<file path="src/rtl/riscv_load_store_unit_pkg.sv">
// Shared definitions for the RISC-V load/store unit.
//   - RV32I funct3 size/sign codes for loads and stores
//   - FSM state encoding used by the top-level sequencer
package riscv_load_store_unit_pkg;

    localparam logic [2:0] LSU_B  = 3'b000;
    localparam logic [2:0] LSU_H  = 3'b001;
    localparam logic [2:0] LSU_W  = 3'b010;
    localparam logic [2:0] LSU_BU = 3'b100;
    localparam logic [2:0] LSU_HU = 3'b101;

    typedef enum logic [1:0] {
        LSU_IDLE  = 2'd0,
        LSU_READ  = 2'd1,
        LSU_WRITE = 2'd2,
        LSU_DONE  = 2'd3
    } lsu_state_e;

endpackage

</file>
<file path="src/rtl/riscv_lsu_lane_align.sv">
// Combinational lane logic for the load/store unit.
//   funct3       : RV32I size/sign code of the request
//   byte_offset  : address bits [1:0]
//   load_word    : word read from RAM
//   base_word    : previously captured word, background for sub-word stores
//   store_data   : rs2 value of a store
//   load_result  : selected lane of load_word, sign- or zero-extended
//   merged_word  : base_word with the store lane replaced (whole word for W)
//   fault        : misaligned access or illegal funct3
module riscv_lsu_lane_align
    import riscv_load_store_unit_pkg::*;
(
    input  logic [2:0]  funct3,
    input  logic [1:0]  byte_offset,
    input  logic [31:0] load_word,
    input  logic [31:0] base_word,
    input  logic [31:0] store_data,
    output logic [31:0] load_result,
    output logic [31:0] merged_word,
    output logic        fault
);

    logic signed [7:0]  lane_b;
    logic signed [15:0] lane_h;

    always_comb begin
        lane_b = load_word[{byte_offset, 3'b000} +: 8];
        lane_h = load_word[{byte_offset[1], 4'b0000} +: 16];

        // Signed lanes widen with sign extension through the size cast.
        case (funct3)
            LSU_B:   load_result = 32'(lane_b);
            LSU_H:   load_result = 32'(lane_h);
            LSU_W:   load_result = load_word;
            LSU_BU:  load_result = {24'b0, lane_b};
            LSU_HU:  load_result = {16'b0, lane_h};
            default: load_result = '0;
        endcase
    end

    // funct3[1:0] carries the access size for both signed and unsigned codes.
    always_comb begin
        merged_word = base_word;
        case (funct3[1:0])
            2'b00:   merged_word[{byte_offset, 3'b000} +: 8]     = store_data[7:0];
            2'b01:   merged_word[{byte_offset[1], 4'b0000} +: 16] = store_data[15:0];
            default: merged_word = store_data;
        endcase
    end

    always_comb begin
        case (funct3)
            LSU_B, LSU_BU: fault = 1'b0;
            LSU_H, LSU_HU: fault = byte_offset[0];
            LSU_W:         fault = (byte_offset != 2'b00);
            default:       fault = 1'b1;
        endcase
    end

endmodule

</file>
<file path="src/rtl/riscv_load_store_unit.sv">
// Multi-cycle load/store unit between the CPU memory port and a word-only RAM.
// Sub-word stores are done as read-modify-write since the RAM has no byte
// enables. The CPU is stalled until the access completes.
//   clk, rst          : clock, asynchronous active-high reset
//   req_*             : CPU request (held stable while stall=1)
//   stall             : CPU must hold pc and request
//   done              : one-cycle completion pulse
//   readData          : extended load result, valid with done on a load
//   fault             : with done, misaligned/illegal request (no RAM access)
//   ram_*             : word-aligned RAM port
module riscv_load_store_unit
    import riscv_load_store_unit_pkg::*;
#(
    parameter int RAM_LATENCY = 1,
    parameter int ADDR_WIDTH  = 32
) (
    input  logic                  clk,
    input  logic                  rst,
    input  logic                  req_valid,
    input  logic                  req_write,
    input  logic [2:0]            req_funct3,
    input  logic [ADDR_WIDTH-1:0] req_address,
    input  logic [31:0]           req_writeData,
    output logic                  stall,
    output logic                  done,
    output logic [31:0]           readData,
    output logic                  fault,
    output logic [31:0]           ram_address,
    output logic                  ram_readEnable,
    output logic                  ram_writeEnable,
    output logic [31:0]           ram_writeData,
    input  logic [31:0]           ram_readData
);

    localparam logic [2:0] LAST_COUNT = 3'(RAM_LATENCY - 1);

    lsu_state_e  state;
    logic [2:0]  counter;
    logic [31:0] captured;
    logic [31:0] addr_full;
    logic [31:0] load_result;
    logic [31:0] merged_word;
    logic        align_fault;

    always_comb begin
        addr_full = 32'(req_address);
    end

    riscv_lsu_lane_align u_lane_align (
        .funct3      (req_funct3),
        .byte_offset (addr_full[1:0]),
        .load_word   (ram_readData),
        .base_word   (captured),
        .store_data  (req_writeData),
        .load_result (load_result),
        .merged_word (merged_word),
        .fault       (align_fault)
    );

    // The request is held stable for the whole access, so the RAM address
    // and write data come straight from it without extra registers.
    assign ram_address     = {addr_full[31:2], 2'b00};
    assign ram_writeData   = merged_word;
    assign ram_readEnable  = (state == LSU_READ);
    assign ram_writeEnable = (state == LSU_WRITE);
    assign done            = (state == LSU_DONE);
    assign stall           = (state == LSU_READ) || (state == LSU_WRITE) ||
                             ((state == LSU_IDLE) && req_valid);

    always_ff @(posedge clk or posedge rst) begin
        if (rst) begin
            state    <= LSU_IDLE;
            counter  <= '0;
            captured <= '0;
            readData <= '0;
            fault    <= 1'b0;
        end else begin
            case (state)
                LSU_IDLE: begin
                    if (req_valid) begin
                        if (align_fault) begin
                            fault <= 1'b1;
                            state <= LSU_DONE;
                        end else if (req_write && (req_funct3 == LSU_W)) begin
                            state <= LSU_WRITE;
                        end else begin
                            counter <= '0;
                            state   <= LSU_READ;
                        end
                    end
                end
                LSU_READ: begin
                    counter <= counter + 3'd1;
                    if (counter == LAST_COUNT) begin
                        captured <= ram_readData;
                        if (req_write) begin
                            state <= LSU_WRITE;
                        end else begin
                            readData <= load_result;
                            state    <= LSU_DONE;
                        end
                    end
                end
                LSU_WRITE: begin
                    state <= LSU_DONE;
                end
                LSU_DONE: begin
                    fault <= 1'b0;
                    state <= LSU_IDLE;
                end
                default: state <= LSU_IDLE;
            endcase
        end
    end

endmodule
</file>
<file path="config.mk">
export PLATFORM = sky130hd
export DESIGN_NAME = riscv_load_store_unit
export DESIGN_NICKNAME = d
export VERILOG_FILES = /design/src/rtl/riscv_load_store_unit_pkg.sv /design/src/rtl/riscv_lsu_lane_align.sv /design/src/rtl/riscv_load_store_unit.sv
export SDC_FILE = /design/constraint.sdc
export NUM_CORES = 1
export LEC_CHECK = 0
export BUFFER_PORTS_ARGS = -buffer_cell sky130_fd_sc_hd__buf_2
export CORE_ASPECT_RATIO = 0.5
export CORE_UTILIZATION = 50
export DETAILED_ROUTE_END_ITERATION = 10
export PLACE_DENSITY = 0.84
export SLEW_MARGIN = 20
export SYNTH_ARGS = -nofsm -noshare
export SYNTH_HDL_FRONTEND = slang
export SYNTH_SLANG_ARGS = --single-unit
</file>
<file path="constraint.sdc">
create_clock -name clk -period 4.7 [get_ports clk]
set_input_delay 0.47 -clock clk [delete_from_list [all_inputs] [get_ports clk]]
set_output_delay 0.47 -clock clk [all_outputs]
set_load 0.1 [all_outputs]
</file>
==> impl_metrics.json, run 1 <==
{
  "crit_slowest_cell": "nor4_2",
  "p_per_area_mw_per_mm2": 824,
  "layout_setup_ws_ns": 0.804,
  "cts_hold_buf": 0,
  "regArea_mm2": 0.00175,
  "arrival_ns": 3.43,
  "nFillCells": 716,
  "root_buffer": "clkbuf_16",
  "holdWs_ns": 0.272,
  "cts_resized": 0,
  "cts-buffers-inserted": 9,
  "wl_per_cell_um": 20.6,
  "dp.cells": 682,
  "die_width_um": 138,
  "clk_pin_slew_ns": 0.06,
  "crit_top_cell": "buf_2",
  "syn2layout_area_growth_pct": 16.7,
  "cts_max_level": 3,
  "start_kind": "input port",
  "p_comb_frac": 0.615,
  "pre_cts_ws_ns": 0.861,
  "grt_max_degree": 47,
  "synth_ff_type": "dfrtp_1",
  "worstSetupPathType": "input port to output pin",
  "cts.sink_count": 70,
  "setup-tns-final_ns": 0,
  "period_share": 0.829,
  "max_stage_delay_ns": 0.77,
  "period_minus_slack_ns": 3.90,
  "routed_wl_mm": 14.4,
  "grt_usage": 0.295,
  "synth.distinct_cells": 53,
  "outcome": "complete, no violations",
  "synthTopCellsByCount": "70 x dfrtp_1, 42 x nand2_1, 37 x buf_4, 37 x mux2_2, 36 x nor2_1",
  "syn_area_per_cell_um2": 9.63,
  "yosysTopAreaCell": "dfrtp_1",
  "vdd_drop_max_uv": 435,
  "row_count": 24,
  "cp.required_ns": 4.23,
  "cp_cell_sequence": "buf_2 > inv_1 > ha_1 > nor4_2 > a21oi_1 > o221ai_1 > buf_2",
  "rsz0062_at_grt": "false",
  "tightestPinTransition_ns": 0.868,
  "antenna_cells": 0,
  "crit_family": "buffers and inverters",
  "fin_cells": 698,
  "drv_slew": 0,
  "p_switching_w": 0.00254,
  "postCtsSetupBuffers": 0,
  "layout-drive-gt1-share": 0.382,
  "max_freq_mhz": 257,
  "multi_input_area_mm2": 0.00239,
  "coreArea_mm2": 0.00883,
  "synth_top_area_share": 0.379,
  "power_leakage_nw": 2.58,
  "numPortBuffers": 141,
  "syn_inst": 480,
  "crit_buf_inv": 3,
  "gr-total-overflow": 0,
  "grt_pass1_vias": 4095,
  "dp_hpwl_mm": 10.4,
  "postSynth.asyncResetShare": 1.00,
  "finalHoldViolations": 0,
  "grt_pass1_wl_mm": 22.1,
  "maxCapViolations": 0,
  "crit_fanout": 33,
  "synthTopCellsByArea": "dfrtp_1 38%, mux2_2 9.0%, buf_4 6.0%",
  "start_util": 0.524,
  "antenna_found_initial": 0,
  "drt_iter0_markers": 532,
  "num_vias": 4283,
  "synth_area_mm2": 0.00462,
  "end_kind": "output pin",
  "drc": 0,
  "gp_congestion": 0.910,
  "first_pass_iters": 8,
  "hp-class": "input port to async pin",
  "die_h_um": 70.0,
  "cts_tree": "built",
  "skew_ns": 0.00721,
  "seq_power_share": 0.246,
  "clkPwrFrac": 0.139,
  "ys_ff_latch": 70,
  "swShare": 0.572,
  "io_pins": 204,
  "slew_headroom": 0.416,
  "yosysWarnings": 0,
  "clk_latency_ns": 0.33,
  "vias_per_cell": 6.14,
  "die-area_mm2": 0.00966,
  "final-setup-viol-count": 0,
  "synth_edf_count": 0,
  "power.internal_w": 0.00190,
  "cts_max_path_buffers": 2,
  "ant_nets": 0,
  "nets": 690,
  "synth.most_common_cell": "dfrtp_1",
  "ys_seq_area_frac": 0.379
}
==> worst register-to-register path: cells and delay by family (launching register included) <==
kind,cells,cell delay (ns)
adders and majority gates,1,0.40
DFF,1,0.41
buffers and inverters,1,0.09
and+or+nand+nor,3,1.68
AOI/OAI and AO/OA,1,0.25
==> state kept, by name, summed over array words and instances, names as in the netlist <==
register,cells
captured,32
readData,32
counter,3
state,2
fault,1
==> kinds of logic (layout without fill, tap and decap cells) <==
family / count (synthesis) / count (layout) / share of synthesized area
AND/OR/NAND/NOR: 132 / 132 / 0.144
AO/OA/AOI/OAI: 123 / 123 / 0.209
buffers and inverters: 87 / 187 / 0.107
flip-flops: 70 / 70 / 0.379
multiplexers: 56 / 56 / 0.131
adder cells (fa/ha/maj): 11 / 11 / 0.0298
other: 1 / 2 / 0.000811
==> routing by layer <==
metal	track usage	wire length [um]
met1	0.383	5710
met2	0.474	6730
met3	0.0830	1500
met4	0.104	455
met5	0	0
==> cell type report <==
type | count | share of cell area
clock buffers | 12 | 0.0457
well taps | 117 | 0.0271
inverters | 25 | 0.0176
multi-input cells | 324 | 0.443
clock inverters | 4 | 0.00417
repair buffers | 146 | 0.138
flip-flops and latches | 70 | 0.325
==> stage by stage <==
| stage | utilization | total power [W] | instance area, um2 |
|---|---|---|---|
| finish | 0.611 | 0.00445 | 5400 |
| global route | 0.611 | 0.00463 | 5400 |
| CTS | 0.611 | 0.00445 | 5400 |
| detailed placement | 0.581 | 0.00381 | 5130 |
| global placement | 0.581 | 0.00377 | 5130 |
| floorplan | - | 0.00349 | 4630 |
==> final timing paths <==
path	slack, ns	cells past startpoint	end	from
worst min-delay path	0.27	2	readData[27]	rst
min in group clk	0.42	2	captured[4]	ram_readData[4]
max in group asynchronous	3.58	3	readData[11]	rst
worst min register to register	0.51	2	readData[0]	readData[0]
worst max register to register	1.81	6	readData[4]	state[1]
worst max-delay path	0.80	7	ram_writeData[29]	req_address[1]
==> cell usage in the layout, fill, tap and decap left out, drive strengths merged, types with 2 or more instances in the layout <==
master | synthesis | final
or3 | 4 | 4
o221ai | 9 | 9
dfrtp | 70 | 70
nand2b | 8 | 8
clkbuf | 11 | 12
or2 | 4 | 4
a31oi | 3 | 3
clkinv | 0 | 4
inv | 25 | 24
a21o | 3 | 3
nand3 | 4 | 4
a21oi | 25 | 25
a22oi | 12 | 12
nand2 | 42 | 42
conb | 1 | 2
a222oi | 8 | 8
nor2 | 36 | 36
a22o | 9 | 9
buf | 51 | 146
ha | 11 | 11
o311ai | 3 | 3
and3 | 2 | 2
o21ai | 12 | 12
nor4 | 2 | 2
nor3 | 5 | 5
nand3b | 2 | 2
mux2 | 37 | 37
mux2i | 19 | 19
a211oi | 25 | 25
a221o | 4 | 4
nor2b | 15 | 15
o22a | 3 | 3
nor3b | 3 | 3
==> power by group through the flow <==
stage | logic [W] | registers, W | clock network, W
after global placement | 0.00269 | 0.00108 | 0
after global routing | 0.00285 | 0.00112 | 0.000647
final | 0.00274 | 0.00109 | 0.000618
after floorplan | 0.00147 | 0.00202 | 0
after CTS | 0.00274 | 0.00109 | 0.000623
after detailed placement | 0.00272 | 0.00110 | 0
Note: power is estimated with default switching activity, not from simulation.
==> inputs of run 2 (changes only) <==
ABC_AREA = 1   (was unset)
CORE_UTILIZATION = 44   (was 50)
PLACE_DENSITY = 0.77   (was 0.84)
clock period = 3.4 ns   (was 4.7 ns; I/O delays follow)
==> run 2 against run 1 <==
Effect of this change: final cell count rose by 39%; non-clock buffer count decreased by 1; sequential share of layout area shrank 1.7 points; combinational power is 21% higher; wire length rose by 6.9%; cell area rose by 5.6%; sequential power grew 26%; utilization down 7.1 points; die area up 21%; global-route usage shrank 2.3 points; critical path type unchanged; critical path depth is 2 higher.
==> impl_metrics.json, run 2 <==
{
  "vias_per_cell": 5.31,
  "layout-drive-gt1-share": 0.229,
  "syn2layout_area_growth_pct": 15.6,
  "grt_usage": 0.273,
  "num_vias": 5132,
  "nets": 936,
  "holdWs_ns": 0.0104,
  "crit_family": "buffers and inverters",
  "slew_headroom": 0.520,
  "drc": 0,
  "crit_cells": 9,
  "first_pass_iters": 5,
  "cts-buffers-inserted": 9,
  "dp_hpwl_mm": 11.5,
  "cts.sink_count": 70,
  "grt_pass1_wl_mm": 24.2,
  "cts_max_level": 3,
  "final_cell_mix": "299 x nand2_1, 141 x buf_2, 76 x o21ai_0",
  "cp.required_ns": 3.06,
  "layout_setup_ws_ns": 0.390,
  "cts_hold_buf": 0,
  "regToRegSetupSlack_ns": 0.96,
  "start_util": 0.468,
  "crit_slowest_cell": "buf_2",
  "reg.largest.list": "captured: 32 flops, readData: 32 flops, counter: 3 flops",
  "numPortBuffers": 141,
  "p_per_area_mw_per_mm2": 989,
  "crit_top_cell": "buf_2",
  "ys_ff_latch": 70,
  "final-setup-viol-count": 0,
  "max_stage_delay_ns": 0.46,
  "finalHoldViolations": 0,
  "die-area_mm2": 0.0117,
  "crit_buf_inv": 4,
  "antenna_cells": 0,
  "antenna_found_initial": 0,
  "period_minus_slack_ns": 3.01,
  "power_leakage_nw": 3.20,
  "synth_area_mm2": 0.00493,
  "synthTopCellsByCount": "299 x nand2_1, 76 x o21ai_0, 70 x dfrtp_1, 61 x inv_1, 39 x nand3_1",
  "synth_ff_type": "dfrtp_1",
  "synth_top_area_share": 0.355,
  "io_pins": 204,
  "vdd_drop_max_uv": 508,
  "cts_resized": 0,
  "r2r-end": "readData[2]",
  "grt_max_degree": 51,
  "drv_slew": 0,
  "period_share": 0.885,
  "clk_latency_ns": 0.34,
  "die_h_um": 76.9,
  "synth.distinct_cells": 30,
  "grt_pass1_vias": 4752,
  "postSynth.asyncResetShare": 1.00,
  "r2r_start": "state[1]",
  "ys_seq_area_frac": 0.355,
  "synthTopCellsByArea": "dfrtp_1 36%, nand2_1 23%, o21ai_0 7.7%",
  "cts_tree": "built",
  "tightestPinTransition_ns": 0.719,
  "start_kind": "input port",
  "coreArea_mm2": 0.0105,
  "pre_cts_ws_ns": 0.469,
  "wl_per_cell_um": 15.9,
  "synth.most_common_cell": "nand2_1",
  "cts_max_path_buffers": 2,
  "clk_pin_slew_ns": 0.06,
  "yosysWarnings": 0,
  "ant_nets": 0,
  "synth_edf_count": 0,
  "hp-class": "input port to async pin",
  "row_count": 26,
  "final_common_cell": "nand2_1",
  "yosysTopAreaCell": "dfrtp_1",
  "outcome": "complete, no violations",
  "skew_ns": 0.00562,
  "syn_inst": 730,
  "die_width_um": 152,
  "cp_cell_sequence": "buf_2 > inv_4 > ha_1 > inv_1 > nand3_1 > o22ai_1 > nand2_1 > o211ai_1 > buf_2",
  "end_kind": "output pin",
  "worstSetupPathType": "input port to output pin",
  "rsz0062_at_grt": "false",
  "postCtsSetupBuffers": 0,
  "routed_wl_mm": 15.4,
  "crit_fanout": 28,
  "syn_area_per_cell_um2": 6.75,
  "dp.cells": 951,
  "rr_worst_depth": 9,
  "arrival_ns": 2.67,
  "gp_congestion": 0.890,
  "gr-total-overflow": 0,
  "fin_cells": 967,
  "maxCapViolations": 0,
  "max_freq_mhz": 332,
  "root_buffer": "clkbuf_16",
  "drt_iter0_markers": 379
}
==> run 2: changes by cell type in the layout (fill, tap and decap cells not counted), sizes merged, moves of 24 or more <==
cell	before	now
o21ai	12	84
o22ai	0	24
nand3	4	39
nand2	42	306
a211oi	25	0
inv	24	69
mux2	37	0
==> run 2: per-layer routing <==
metal	vias to the layer above	wire [um]	global-route usage
met4	0	341	0.0871
met5	-	0	0
met3	40	1830	0.0958
met2	262	6520	0.401
met1	2345	6700	0.371
li1	2485	-	-
==> run 2: layout make-up <==
type                       count  area [um2]
fill                        1078        4840
multi-input combinational    527        2460
sequential                    70        1750
timing repair buffer         145         736
inverter                      69         272
clock buffer                  12         256
tap                          140         175
clock inverter                 4        45.0
==> run 2: cell families after synthesis <==
family | share of synthesized area
compound gates | 0.156
xor+xnor | 0.00178
fa+ha+maj | 0.0279
buf+inv | 0.146
flops | 0.355
other cells | 0.000760
simple gates | 0.313
==> run 2: worst reg2reg max path, cell delays in order, from the launching register on <==
cell	delay, ns
dfrtp_1	0.41
inv_1	0.09
ha_1	0.27
inv_2	0.10
nor2_4	0.12
inv_2	0.12
nor2_4	0.54
inv_2	0.44
nand2_1	0.15
nand2_1	0.07
==> run 2: how the worst max path moves through the flow <==
stage,startpoint,to,slack [ns]
5_1_grt,req_address[1],ram_writeData[13],0.20
4_1_cts,req_address[1],ram_writeData[13],0.45
3_3_place_gp,req_address[1],ram_writeData[10],0.55
2_1_floorplan,req_address[1],ram_writeData[0],-0.24
3_5_place_dp,req_address[1],ram_writeData[13],0.47
6_report,req_address[1],ram_writeData[13],0.39
==> run 2: metrics by stage <==
step                      cell area [um2]  total power (W)  utilization  setup TNS, ns
final                                5700          0.00563        0.541              0
after global routing                 5700          0.00594        0.541              0
after CTS                            5700          0.00564        0.541              0
after detailed placement             5400          0.00467        0.512              0
after global placement               5400          0.00461        0.512              0
after floorplan                      4930          0.00426            -          -1.21
==> run 2: power by group <==
group          leakage, nW  internal (W)  switching [W]
Sequential           0.895       0.00119       0.000182
Clock                0.152      0.000604       0.000343
Combinational         2.15      0.000587        0.00273
==> inputs of run 3 (changes only) <==
ABC_AREA = unset   (was 1)
PLACE_DENSITY = 0.78   (was 0.77)
==> run 3 against run 2 <==
Effect of this change: wire length decreased by 7.6%; sequential cell count unchanged; cell area rose by 1.2%; global-route usage fell by 1.5 points; sequential share of layout area down 0.36 points; utilization rose by 2.4 points; register-to-register slack improved by 0.03 ns; critical path type unchanged; critical endpoint is now ram_writeData[7]; largest cell class unchanged.
==> impl_metrics.json, run 3 (synthesis results as in run 1) <==
{
  "postLayoutCoreUtil": 0.565,
  "io_pins": 204,
  "layout-drive-gt1-share": 0.404,
  "grt_usage": 0.257,
  "final-setup-viol-count": 0,
  "gr-total-overflow": 0,
  "die_h_um": 74.5,
  "pre_cts_ws_ns": 0.798,
  "rr_worst_depth": 8,
  "num_vias": 4242,
  "postCtsSetupBuffers": 0,
  "antenna_cells": 0,
  "drv_slew": 0,
  "max_freq_mhz": 378,
  "first_pass_iters": 9,
  "outcome": "complete, no violations",
  "drc": 0,
  "vias_per_cell": 5.83,
  "met2_usage": 0.400,
  "cts_resized": 0,
  "r2r-end": "readData[11]",
  "cts_max_path_buffers": 2,
  "use_met3": 0.0742,
  "cp.required_ns": 3.06,
  "cts.sink_count": 70,
  "final_cell_mix": "125 x buf_2, 70 x dfrtp_1, 42 x nand2_1",
  "period_share": 0.778,
  "p_per_area_mw_per_mm2": 1100,
  "start_kind": "input port",
  "r2r_start": "state[1]",
  "clk_latency_ns": 0.34,
  "reg.largest.list": "captured: 32 flops, readData: 32 flops, counter: 3 flops",
  "gr-usage-met1": 0.330,
  "crit_fanout": 8,
  "layout_setup_ws_ns": 0.754,
  "period_minus_slack_ns": 2.65,
  "cts_hold_buf": 0,
  "maxCapViolations": 0,
  "skew_ns": 0.00784,
  "arrival_ns": 2.31,
  "grt_max_degree": 48,
  "cts-buffers-inserted": 9,
  "nets": 696,
  "fin_total_pwr_w": 0.00634,
  "final_common_cell": "buf_2",
  "die_width_um": 147,
  "drt_iter0_markers": 457,
  "row_count": 26,
  "dp_hpwl_mm": 10.5,
  "hp-class": "input port to async pin",
  "routed_wl_mm": 14.2,
  "antenna_found_initial": 1,
  "cts_tree": "built",
  "vdd_drop_max_uv": 635,
  "worstSetupPathType": "input port to output pin",
  "gp_congestion": 0.931,
  "clk_pin_slew_ns": 0.06,
  "start_util": 0.453,
  "tightestPinTransition_ns": 0.849,
  "numPortBuffers": 141,
  "cts_max_level": 3,
  "grt_pass1_wl_mm": 21.2,
  "rsz0062_at_grt": "false",
  "holdWs_ns": 0.127,
  "grt_busiest_layer": "met2",
  "finalHoldViolations": 0,
  "final_area_mm2": 0.00577,
  "regToRegSetupSlack_ns": 0.99,
  "die-area_mm2": 0.0109,
  "power_leakage_nw": 2.69,
  "root_buffer": "clkbuf_16",
  "syn2layout_area_growth_pct": 24.7,
  "coreArea_mm2": 0.0102,
  "ant_nets": 0,
  "grt_pass1_vias": 3820,
  "slew_headroom": 0.434,
  "post_dp_cell_area_mm2": 0.00549,
  "wl_per_cell_um": 19.6,
  "end_kind": "output pin"
}
## run 3: cell types whose count changed in the layout (fill, tap and decap cells not counted), moves of 19 or more
cell and delta:
o22ai_1 -24, mux2i_1 +19, nor2_1 +21, nand2_1 -257
nand3_1 -35, inv_1 -36, o21ai_0 -64, mux2_2 +37
## run 3: report_power, final
part / total (W) / internal (W) / switching (W)
Sequential: 0.00153 / 0.00125 / 0.000276
Clock: 0.000885 / 0.000499 / 0.000386
Combinational: 0.00392 / 0.000989 / 0.00293
## run 3: cell type report
type / count / area, um2
Sequential cell: 70 / 1750
Multi-Input combinational cell: 324 / 2440
Inverter: 25 / 95.1
Fill cell: 904 / 4450
Tap cell: 140 / 175
Timing Repair Buffer: 152 / 1030
Clock buffer: 10 / 229
Clock inverter: 6 / 46.3
## run 3: how the worst max path moves through the flow
stage,slack (ns),endpoint,start,cells past startpoint
floorplan,-0.40,ram_writeData[16],req_address[1],6
global placement,0.84,ram_writeData[7],req_address[1],7
detailed placement,0.80,ram_writeData[7],req_address[1],7
CTS,0.80,ram_writeData[7],req_address[1],7
global route,0.62,ram_writeData[21],req_address[1],7
finish,0.75,ram_writeData[7],req_address[1],7
## run 3: critical path, cell delays in order
cell and delay, ns:
buf_2 0.19, inv_1 0.18, ha_1 0.27, or2_2 0.32, a21oi_2 0.33, a22o_1 0.24
buf_2 0.43
## run 3: routing by layer
layer,up-vias,routed length (um)
met4,2,593
met3,46,1240
met1,2076,5750
met2,204,6600
met5,-,34
li1,1914,-
## run 3: stage by stage
| stage | cells | setup TNS, ns |
|---|---|---|
| 6_report | 727 | 0 |
| 3_3_place_gp | 711 | 0 |
| 3_5_place_dp | 711 | 0 |
| 4_1_cts | 727 | 0 |
| 2_1_floorplan | 481 | -3.16 |
| 5_1_grt | 727 | 0 |
